## src/rtl/snake_pkg.sv

```systemverilog
// Shared types and grid helpers for the snake game-step sequencer.
package snake_pkg;

  typedef enum logic [1:0] {
    DIR_UP    = 2'd0,
    DIR_DOWN  = 2'd1,
    DIR_LEFT  = 2'd2,
    DIR_RIGHT = 2'd3
  } dir_t;

  typedef struct packed {
    logic [3:0] x;
    logic [3:0] y;
  } seg_t;

  localparam logic [3:0] GRID_MAX = 4'd15;

  typedef logic [2:0] step_state_t;
  localparam step_state_t ST_IDLE   = 3'd0;
  localparam step_state_t ST_CALC   = 3'd1;
  localparam step_state_t ST_SCAN   = 3'd2;
  localparam step_state_t ST_COMMIT = 3'd3;
  localparam step_state_t ST_DEAD   = 3'd4;

  // Opposite directions differ only in bit 0 of the encoding.
  function automatic dir_t reverse_dir(input dir_t d);
    return dir_t'(d ^ 2'b01);
  endfunction

  function automatic logic at_border(input seg_t s, input dir_t d);
    case (d)
      DIR_UP:   return s.y == 4'd0;
      DIR_DOWN: return s.y == GRID_MAX;
      DIR_LEFT: return s.x == 4'd0;
      default:  return s.x == GRID_MAX;
    endcase
  endfunction

  function automatic seg_t move_seg(input seg_t s, input dir_t d);
    seg_t m;
    m = s;
    case (d)
      DIR_UP:   m.y = s.y - 4'd1;
      DIR_DOWN: m.y = s.y + 4'd1;
      DIR_LEFT: m.x = s.x - 4'd1;
      default:  m.x = s.x + 4'd1;
    endcase
    return m;
  endfunction

endpackage

```

## src/rtl/snake_body_ram.sv

```systemverilog
// Circular body buffer: head pointer, one write port, combinational scan
// read and a registered renderer read, with a parallel init pattern.
module snake_body_ram
  import snake_pkg::*;
#(
  parameter int MAX_LEN  = 128,
  parameter int INIT_LEN = 3,
  parameter int INIT_X   = 8,
  parameter int INIT_Y   = 8,
  localparam int AW      = $clog2(MAX_LEN)
) (
  input  logic          clk,
  input  logic          rst,
  input  logic          init,
  input  logic          wr_en,
  input  logic [7:0]    wr_seg,
  input  logic [AW-1:0] scan_k,
  output logic [7:0]    scan_seg,
  input  logic [AW-1:0] rd_off,
  output logic [7:0]    rd_seg
);

  localparam logic [AW-1:0] HP_INIT = AW'(INIT_LEN - 1);

  seg_t          mem_q [MAX_LEN];
  seg_t          mem_d [MAX_LEN];
  logic [AW-1:0] hp_q, hp_d;
  seg_t          rd_seg_q, rd_seg_d;

  // Slot i holds segment (INIT_LEN-1-i) of the initial horizontal snake.
  function automatic seg_t init_seg(input int i);
    seg_t s;
    s = '0;
    if (i < INIT_LEN) begin
      s.x = 4'(INIT_X - (INIT_LEN - 1 - i));
      s.y = 4'(INIT_Y);
    end
    return s;
  endfunction

  always_comb begin
    // NOTE: every output of a combinational block gets a default first so no path leaves it unassigned (which would infer a latch).
    hp_d     = hp_q;
    rd_seg_d = mem_q[hp_q - rd_off];
    for (int i = 0; i < MAX_LEN; i++) mem_d[i] = mem_q[i];
    if (init) begin
      hp_d     = HP_INIT;
      rd_seg_d = '0;
      for (int i = 0; i < MAX_LEN; i++) mem_d[i] = init_seg(i);
    end else if (wr_en) begin
      hp_d        = hp_q + 1'b1;
      mem_d[hp_d] = wr_seg;
    end
  end

  // NOTE: the body store is reset on purpose: its initial contents are the visible starting snake, so it is built from flops, not a RAM macro.
  always_ff @(posedge clk or posedge rst) begin
    // NOTE: sequential state uses non-blocking assignments so every flop samples pre-edge values.
    if (rst) begin
      hp_q     <= HP_INIT;
      rd_seg_q <= '0;
      for (int i = 0; i < MAX_LEN; i++) mem_q[i] <= init_seg(i);
    end else begin
      hp_q     <= hp_d;
      rd_seg_q <= rd_seg_d;
      for (int i = 0; i < MAX_LEN; i++) mem_q[i] <= mem_d[i];
    end
  end

  assign scan_seg = mem_q[hp_q - scan_k];
  assign rd_seg   = rd_seg_q;

endmodule

```

## src/rtl/snake_step_ctrl.sv

```systemverilog
// Game-step sequencer: computes the next head, checks border and body
// collisions serially, handles food/growth and commits the move.
module snake_step_ctrl
  import snake_pkg::*;
#(
  parameter int MAX_LEN  = 128,
  parameter int INIT_LEN = 3,
  parameter int INIT_X   = 8,
  parameter int INIT_Y   = 8
) (
  input  logic       clk,
  input  logic       rst,
  input  logic       tick,
  input  logic [1:0] dir,
  input  logic [3:0] food_x,
  input  logic [3:0] food_y,
  input  logic       restart,
  output logic [3:0] head_x,
  output logic [3:0] head_y,
  output logic [7:0] snake_length,
  output logic       busy,
  output logic       step_done,
  output logic       ate,
  output logic       game_over,
  output logic       tick_drop,
  input  logic [7:0] rd_idx,
  output logic [3:0] rd_x,
  output logic [3:0] rd_y,
  output logic       rd_valid
);

  localparam int   AW        = $clog2(MAX_LEN);
  localparam seg_t HEAD_INIT = seg_t'({4'(INIT_X), 4'(INIT_Y)});

  step_state_t   state_q, state_d;
  dir_t          dir_q, dir_d;
  dir_t          last_dir_q, last_dir_d;
  seg_t          head_q, head_d;
  seg_t          nxt_q, nxt_d;
  logic          grow_q, grow_d;
  logic [AW-1:0] scan_n_q, scan_n_d;
  logic [AW-1:0] scan_k_q, scan_k_d;
  logic [8:0]    len_q, len_d;
  logic          step_done_q, step_done_d;
  logic          ate_q, ate_d;
  logic          tick_drop_q, tick_drop_d;
  logic          rd_valid_q, rd_valid_d;

  logic          busy_w;
  logic          wr_en;
  seg_t          food_w;
  logic [7:0]    scan_seg;
  logic [7:0]    rd_seg;
  int            scan_cnt;

  assign busy_w = (state_q == ST_CALC) || (state_q == ST_SCAN) || (state_q == ST_COMMIT);
  assign food_w = {food_x, food_y};

  snake_body_ram #(
    .MAX_LEN (MAX_LEN),
    .INIT_LEN(INIT_LEN),
    .INIT_X  (INIT_X),
    .INIT_Y  (INIT_Y)
  ) u_body (
    .clk     (clk),
    .rst     (rst),
    .init    (restart),
    .wr_en   (wr_en),
    .wr_seg  (nxt_q),
    .scan_k  (scan_k_q),
    .scan_seg(scan_seg),
    .rd_off  (rd_idx[AW-1:0]),
    .rd_seg  (rd_seg)
  );

  always_comb begin
    state_d     = state_q;
    dir_d       = dir_q;
    last_dir_d  = last_dir_q;
    head_d      = head_q;
    nxt_d       = nxt_q;
    grow_d      = grow_q;
    scan_n_d    = scan_n_q;
    scan_k_d    = scan_k_q;
    len_d       = len_q;
    step_done_d = 1'b0;
    ate_d       = 1'b0;
    tick_drop_d = tick & busy_w;
    rd_valid_d  = ({1'b0, rd_idx} < len_q);
    wr_en       = 1'b0;
    scan_cnt    = 0;

    case (state_q)
      ST_IDLE: begin
        if (tick) begin
          // A U-turn would run straight into the neck, so it is ignored.
          if (dir_t'(dir) == reverse_dir(last_dir_q) && len_q > 9'd1) dir_d = last_dir_q;
          else                                                        dir_d = dir_t'(dir);
          state_d = ST_CALC;
        end
      end
      ST_CALC: begin
        if (at_border(head_q, dir_q)) begin
          state_d = ST_DEAD;
        end else begin
          nxt_d    = move_seg(head_q, dir_q);
          grow_d   = (nxt_d == food_w);
          // Without growth the tail cell is vacated by this move, so it is not checked.
          scan_cnt = int'(len_q) - (grow_d ? 1 : 2);
          scan_k_d = AW'(1);
          if (scan_cnt > 0) begin
            scan_n_d = AW'(scan_cnt);
            state_d  = ST_SCAN;
          end else begin
            state_d  = ST_COMMIT;
          end
        end
      end
      ST_SCAN: begin
        if (scan_seg == nxt_q)          state_d  = ST_DEAD;
        else if (scan_k_q == scan_n_q)  state_d  = ST_COMMIT;
        else                            scan_k_d = scan_k_q + 1'b1;
      end
      ST_COMMIT: begin
        wr_en       = 1'b1;
        head_d      = nxt_q;
        last_dir_d  = dir_q;
        if (grow_q && len_q < 9'(MAX_LEN)) len_d = len_q + 9'd1;
        ate_d       = grow_q;
        step_done_d = 1'b1;
        state_d     = ST_IDLE;
      end
      ST_DEAD: ;
      default: state_d = ST_IDLE;
    endcase

    if (restart) begin
      state_d     = ST_IDLE;
      dir_d       = DIR_RIGHT;
      last_dir_d  = DIR_RIGHT;
      head_d      = HEAD_INIT;
      nxt_d       = '0;
      grow_d      = 1'b0;
      scan_n_d    = '0;
      scan_k_d    = '0;
      len_d       = 9'(INIT_LEN);
      step_done_d = 1'b0;
      ate_d       = 1'b0;
      tick_drop_d = 1'b0;
      rd_valid_d  = 1'b0;
      wr_en       = 1'b0;
    end
  end

  always_ff @(posedge clk or posedge rst) begin
    if (rst) begin
      state_q     <= ST_IDLE;
      dir_q       <= DIR_RIGHT;
      last_dir_q  <= DIR_RIGHT;
      head_q      <= HEAD_INIT;
      nxt_q       <= '0;
      grow_q      <= 1'b0;
      scan_n_q    <= '0;
      scan_k_q    <= '0;
      len_q       <= 9'(INIT_LEN);
      step_done_q <= 1'b0;
      ate_q       <= 1'b0;
      tick_drop_q <= 1'b0;
      rd_valid_q  <= 1'b0;
    end else begin
      state_q     <= state_d;
      dir_q       <= dir_d;
      last_dir_q  <= last_dir_d;
      head_q      <= head_d;
      nxt_q       <= nxt_d;
      grow_q      <= grow_d;
      scan_n_q    <= scan_n_d;
      scan_k_q    <= scan_k_d;
      len_q       <= len_d;
      step_done_q <= step_done_d;
      ate_q       <= ate_d;
      tick_drop_q <= tick_drop_d;
      rd_valid_q  <= rd_valid_d;
    end
  end

  assign head_x       = head_q.x;
  assign head_y       = head_q.y;
  assign snake_length = len_q[7:0];
  assign busy         = busy_w;
  assign step_done    = step_done_q;
  assign ate          = ate_q;
  assign game_over    = (state_q == ST_DEAD);
  assign tick_drop    = tick_drop_q;
  assign rd_x         = rd_seg[7:4];
  assign rd_y         = rd_seg[3:0];
  assign rd_valid     = rd_valid_q;

endmodule

```

## config.mk

```make
export PLATFORM = sky130hd
export DESIGN_NAME = snake_step_ctrl
export DESIGN_NICKNAME = d
export VERILOG_FILES = /design/src/rtl/snake_pkg.sv /design/src/rtl/snake_body_ram.sv /design/src/rtl/snake_step_ctrl.sv
export SDC_FILE = /design/constraint.sdc
export NUM_CORES = 2
export LEC_CHECK = 0
export BUFFER_PORTS_ARGS = -buffer_cell sky130_fd_sc_hd__buf_2
export CORE_ASPECT_RATIO = 2
export CORE_MARGIN = 8
export CORE_UTILIZATION = 44
export CTS_BUF_LIST = sky130_fd_sc_hd__clkbuf_8 sky130_fd_sc_hd__clkbuf_16
export CTS_CLUSTER_SIZE = 8
export DETAILED_ROUTE_END_ITERATION = 16
export GPL_ROUTABILITY_DRIVEN = 0
export PLACE_DENSITY_LB_ADDON = 0.05
export SLEW_MARGIN = 5
export SYNTH_ARGS = -nofsm -noshare
export SYNTH_HDL_FRONTEND = slang
export SYNTH_HIERARCHICAL = 1
export SYNTH_SLANG_ARGS = --single-unit
```

## constraint.sdc

```tcl
create_clock -name clk -period 77.9 [get_ports clk]
set_input_delay 3.895 -clock clk [delete_from_list [all_inputs] [get_ports clk]]
set_output_delay 3.895 -clock clk [all_outputs]
set_load 0.01 [all_outputs]
```

==> flow_summary.yaml <==
clock_tree:
  h-tree-depth: 4
  ctsHoldBuffers: 0
  ctsResizeCount: 0
  numCtsBuffers: 162
  clock-sinks: 1090
  cts_root_buf: "clkbuf_16"
  clk_pin_slew_ps: 60
  cts_tree: "built"
  cts_buffer_depth: 4
  cts_setup_buffers: 0
  insertion_delay_ps: 800
floorplan:
  die_area_um2: 156000
  fp.dieW_um: 284
  die_y_um: 551
  initial_utilization_pct: 44.2
  rows: 196
  pin_count: 52
  core_um2: 142000
timing:
  rsz0062_at_grt: "no"
  finalSetupViolCount: 0
  tns_ps: 0
  fin_crit_ps: 8940
  hold_violations: 0
  tightestPinTransition_ps: 1250
  max_slew_margin_pct: 14.6
  timing.final.ws_setup_ps: 68960
  max_freq_mhz: 112
  fin_hold_ws_ps: 509
  final.period_utilization_pct: 11.5
  maxSlewViolCount: 0
  skew_ps: 62.7
setup_path:
  rr_endpoint: "scan_k_q[0]$_DFFE_PP0P_"
  setup.worst_path.start_class: "register"
  crit_chain: "inv_1, ha_4, buf_12, buf_4, buf_4, mux4_2, mux4_2, mux2i_1, mux2i_1, mux2_2, xor2_1, nor4_1, nand2_1, nand3_1, nand2_4, mux2_4"
  worstPathMaxFanout: 96
  r2r_setup_slack_ps: 68960
  setup.worst_path.end_class: "register"
  setup.worst_path.class: "reg -> reg"
  cp_data_required_time_ps: 78530
  rr_startpoint: "u_body/hp_q[0]$_DFFE_PP0P_"
  critPathArrivalTime_ps: 9570
  r2r_cells: 16
  cpPeakStageDelay_ps: 990
  crit_slowest_cell: "nor4_1"
min_path:
  min_to: "u_body/mem_q[1007]$_DFFE_PP1P_"
  hold_depth: 2
  hold_path.class: "reg -> reg"
  min_from: "u_body/mem_q[1007]$_DFFE_PP1P_"
grt:
  grt_pass1_wl_um: 372000
  antenna_found_initial: 14
  grt_start_max_net_pins: 200
  gr-total-overflow: 0
  grt_pass1_vias: 50800
  grt_usage_pct: 32.0
synthesis:
  synth-edff-count: 0
  synth.distinct_cells: 75
  synth_top_cell_area_share_pct: 42.6
  yosysTopAreaCell: "dfrtp_1"
  yosys_warnings: 6
  synth_ff_type: "dfrtp_1"
  yosys-top-cells-area: "dfrtp_1 43%, mux4_2 21%, a21oi_1 6.2%, mux2i_1 6.0%, nand2_1 5.4%"
  synth_async_sr_flop_share_pct: 100
  netlist_instances: 5943
  postSynthAreaPerCell_um2: 10.6
  seq_area_frac_synth_pct: 43.3
  synth_nets: 5997
  ys_ff_latch: 1090
  syn_area_um2: 63000
power_and_ir_drop:
  switching_power_uw: 413
  switching_share_pct: 29.3
  power.internal_uw: 998
  max-vdd-ir-drop_uv: 14.8
  p_leak_uw: 0.0262
  p_clk_share_pct: 44.5
  power_frac_comb_pct: 14.5
  power.density_nw_per_um2: 20.5
  pwr-share-seq_pct: 41.0
layout:
  multi_input_area_um2: 33500
  area_growth_pct: 9.31
  ff_latch_area_um2: 27300
  nNetsFinal: 5754
  fillers: 13100
  drive_gt1_share_pct: 18.7
route:
  routedWlPerCell_um: 33.4
  firstDrtPassIters: 6
  routed_wl_um: 254000
  ant_nets: 0
  vias: 50700
  drc_errors: 0
  drtIter0Drc: 5090
  via_per_inst: 6.65
placement:
  dpl.hpwl_um: 161000
  dp_worst_setup_slack_ps: 68670
  numPortBuffers: 51
run:
  cap_violations: 0
status:
  status: "finished, final reports clean"
## how the worst max path moves through the flow
stage / startpoint / to / cells after the start
CTS: u_body/hp_q[0]$_DFFE_PP0P_ / scan_k_q[0]$_DFFE_PP0P_ / 16
global placement: rd_idx[0] / u_body/rd_seg[1]$_DFF_PP0_ / 11
global route: u_body/hp_q[0]$_DFFE_PP0P_ / scan_k_q[0]$_DFFE_PP0P_ / 16
floorplan: rst / u_body/hp_q[0]$_DFFE_PP0P_ / 1
detailed placement: rd_idx[0] / u_body/rd_seg[1]$_DFF_PP0_ / 11
finish: u_body/hp_q[0]$_DFFE_PP0P_ / scan_k_q[0]$_DFFE_PP0P_ / 16
## placed cells by master (no fill, tap or decap), types with 6 or more instances in the layout
| master | n |
|---|---|
| inv_1 | 68 |
| and2_1 | 15 |
| nand2_2 | 8 |
| mux2i_1 | 380 |
| nor2_1 | 367 |
| dfstp_2 | 18 |
| a311oi_1 | 6 |
| nor2_4 | 13 |
| a21o_1 | 8 |
| or4_1 | 7 |
| a211oi_1 | 29 |
| xor2_1 | 22 |
| buf_12 | 8 |
| nand3_1 | 479 |
| nor2_2 | 32 |
| nor2b_1 | 8 |
| nand2b_1 | 8 |
| nand2_1 | 898 |
| o21ai_0 | 332 |
| buf_2 | 50 |
| a21oi_1 | 775 |
| nor3b_1 | 8 |
| a2111oi_0 | 6 |
| xnor2_1 | 35 |
| mux4_2 | 597 |
| a221oi_1 | 17 |
| a31oi_1 | 12 |
| clkbuf_16 | 163 |
| nand4_1 | 9 |
| dfrtp_4 | 8 |
| buf_4 | 123 |
| dfrtp_1 | 1064 |
| mux2_2 | 11 |
| ha_1 | 26 |
| a22o_1 | 8 |
## stage by stage
stage	total power, µW	std cells	utilization (%)	cell area [µm²]
2_1_floorplan	720	5943	-	63000
3_3_place_gp	792	7417	45.4	64700
3_5_place_dp	792	7417	45.4	64700
4_1_cts	1420	7613	48.4	68900
5_1_grt	1450	7614	48.4	68900
6_report	1410	7616	48.4	68900
## worst max-delay path, delay by kind of cell (launching register included)
kind | cells | cell delay (ps)
buf+inv | 4 | 2370
simple gates | 4 | 1830
xor+xnor | 1 | 160
mux | 6 | 2740
flops | 1 | 600
fa+ha+maj | 1 | 840
## cell families after synthesis
kind of cell             share of synthesized area (%)
AO/OA/AOI/OAI                                     10.5
XOR/XNOR                                          1.06
adder cells (fa/ha/maj)                          0.701
buffers and inverters                             4.05
flip-flops                                        43.3
multiplexers                                      27.6
AND/OR/NAND/NOR                                   12.8
## area by class of cell
type / instances / area share [%]
multi-input combinational: 4223 / 48.6
antenna: 3 / 0.0109
clock buffer: 163 / 5.92
inverter: 41 / 0.234
tap: 1881 / 3.42
sequential: 1090 / 39.7
clock inverter: 33 / 0.202
timing repair buffer: 182 / 1.96
## Yosys cell counts, types with 6 or more instances
cell / n
a2111oi_0: 8
a211oi_1: 29
a21o_1: 8
a21oi_1: 775
a221oi_1: 17
a22o_1: 8
a311oi_1: 6
a31oi_1: 12
and2_1: 15
buf_1: 63
buf_2: 83
buf_4: 21
clkbuf_1: 421
dfrtp_1: 1072
dfstp_2: 18
ha_1: 28
inv_1: 40
mux2_2: 11
mux2i_1: 380
mux4_2: 597
nand2_1: 908
nand2b_1: 9
nand3_1: 479
nand4_1: 9
nor2_1: 379
nor2_2: 33
nor2b_1: 8
nor3_1: 8
nor3b_1: 8
o21ai_0: 332
or4_1: 7
xnor2_1: 40
xor2_1: 25
## state kept, by name, summed over array words and instances (netlist names)
register	flops
nxt_q	8
ate	1
grow_q	1
u_body/mem_q	1024
step_done	1
rd_valid	1
dir_q	2
last_dir_q	2
u_body/hp_q	7
u_body/rd_seg	8
scan_k_q	7
scan_n_q	7
head_y	4
head_x	4
len_q	9
state_q	3
tick_drop	1
## power groups by stage
stage | Combinational (µW) | Clock, µW | Sequential (µW)
5_1_grt | 213 | 658 | 578
4_1_cts | 205 | 639 | 578
3_3_place_gp | 205 | 0 | 588
3_5_place_dp | 205 | 0 | 588
2_1_floorplan | 139 | 0 | 582
6_report | 204 | 629 | 578
## layer usage
metal	vias up	part of all wire, %	track usage, %	wire (µm)
li1	21100	-	-	-
met1	26400	36	37.8	90500
met2	2430	50	54.5	128000
met3	738	6.6	4.78	16700
met4	14	7.6	20.5	19300
met5	-	0.036	0	92
(Power assumes the default switching activity.)
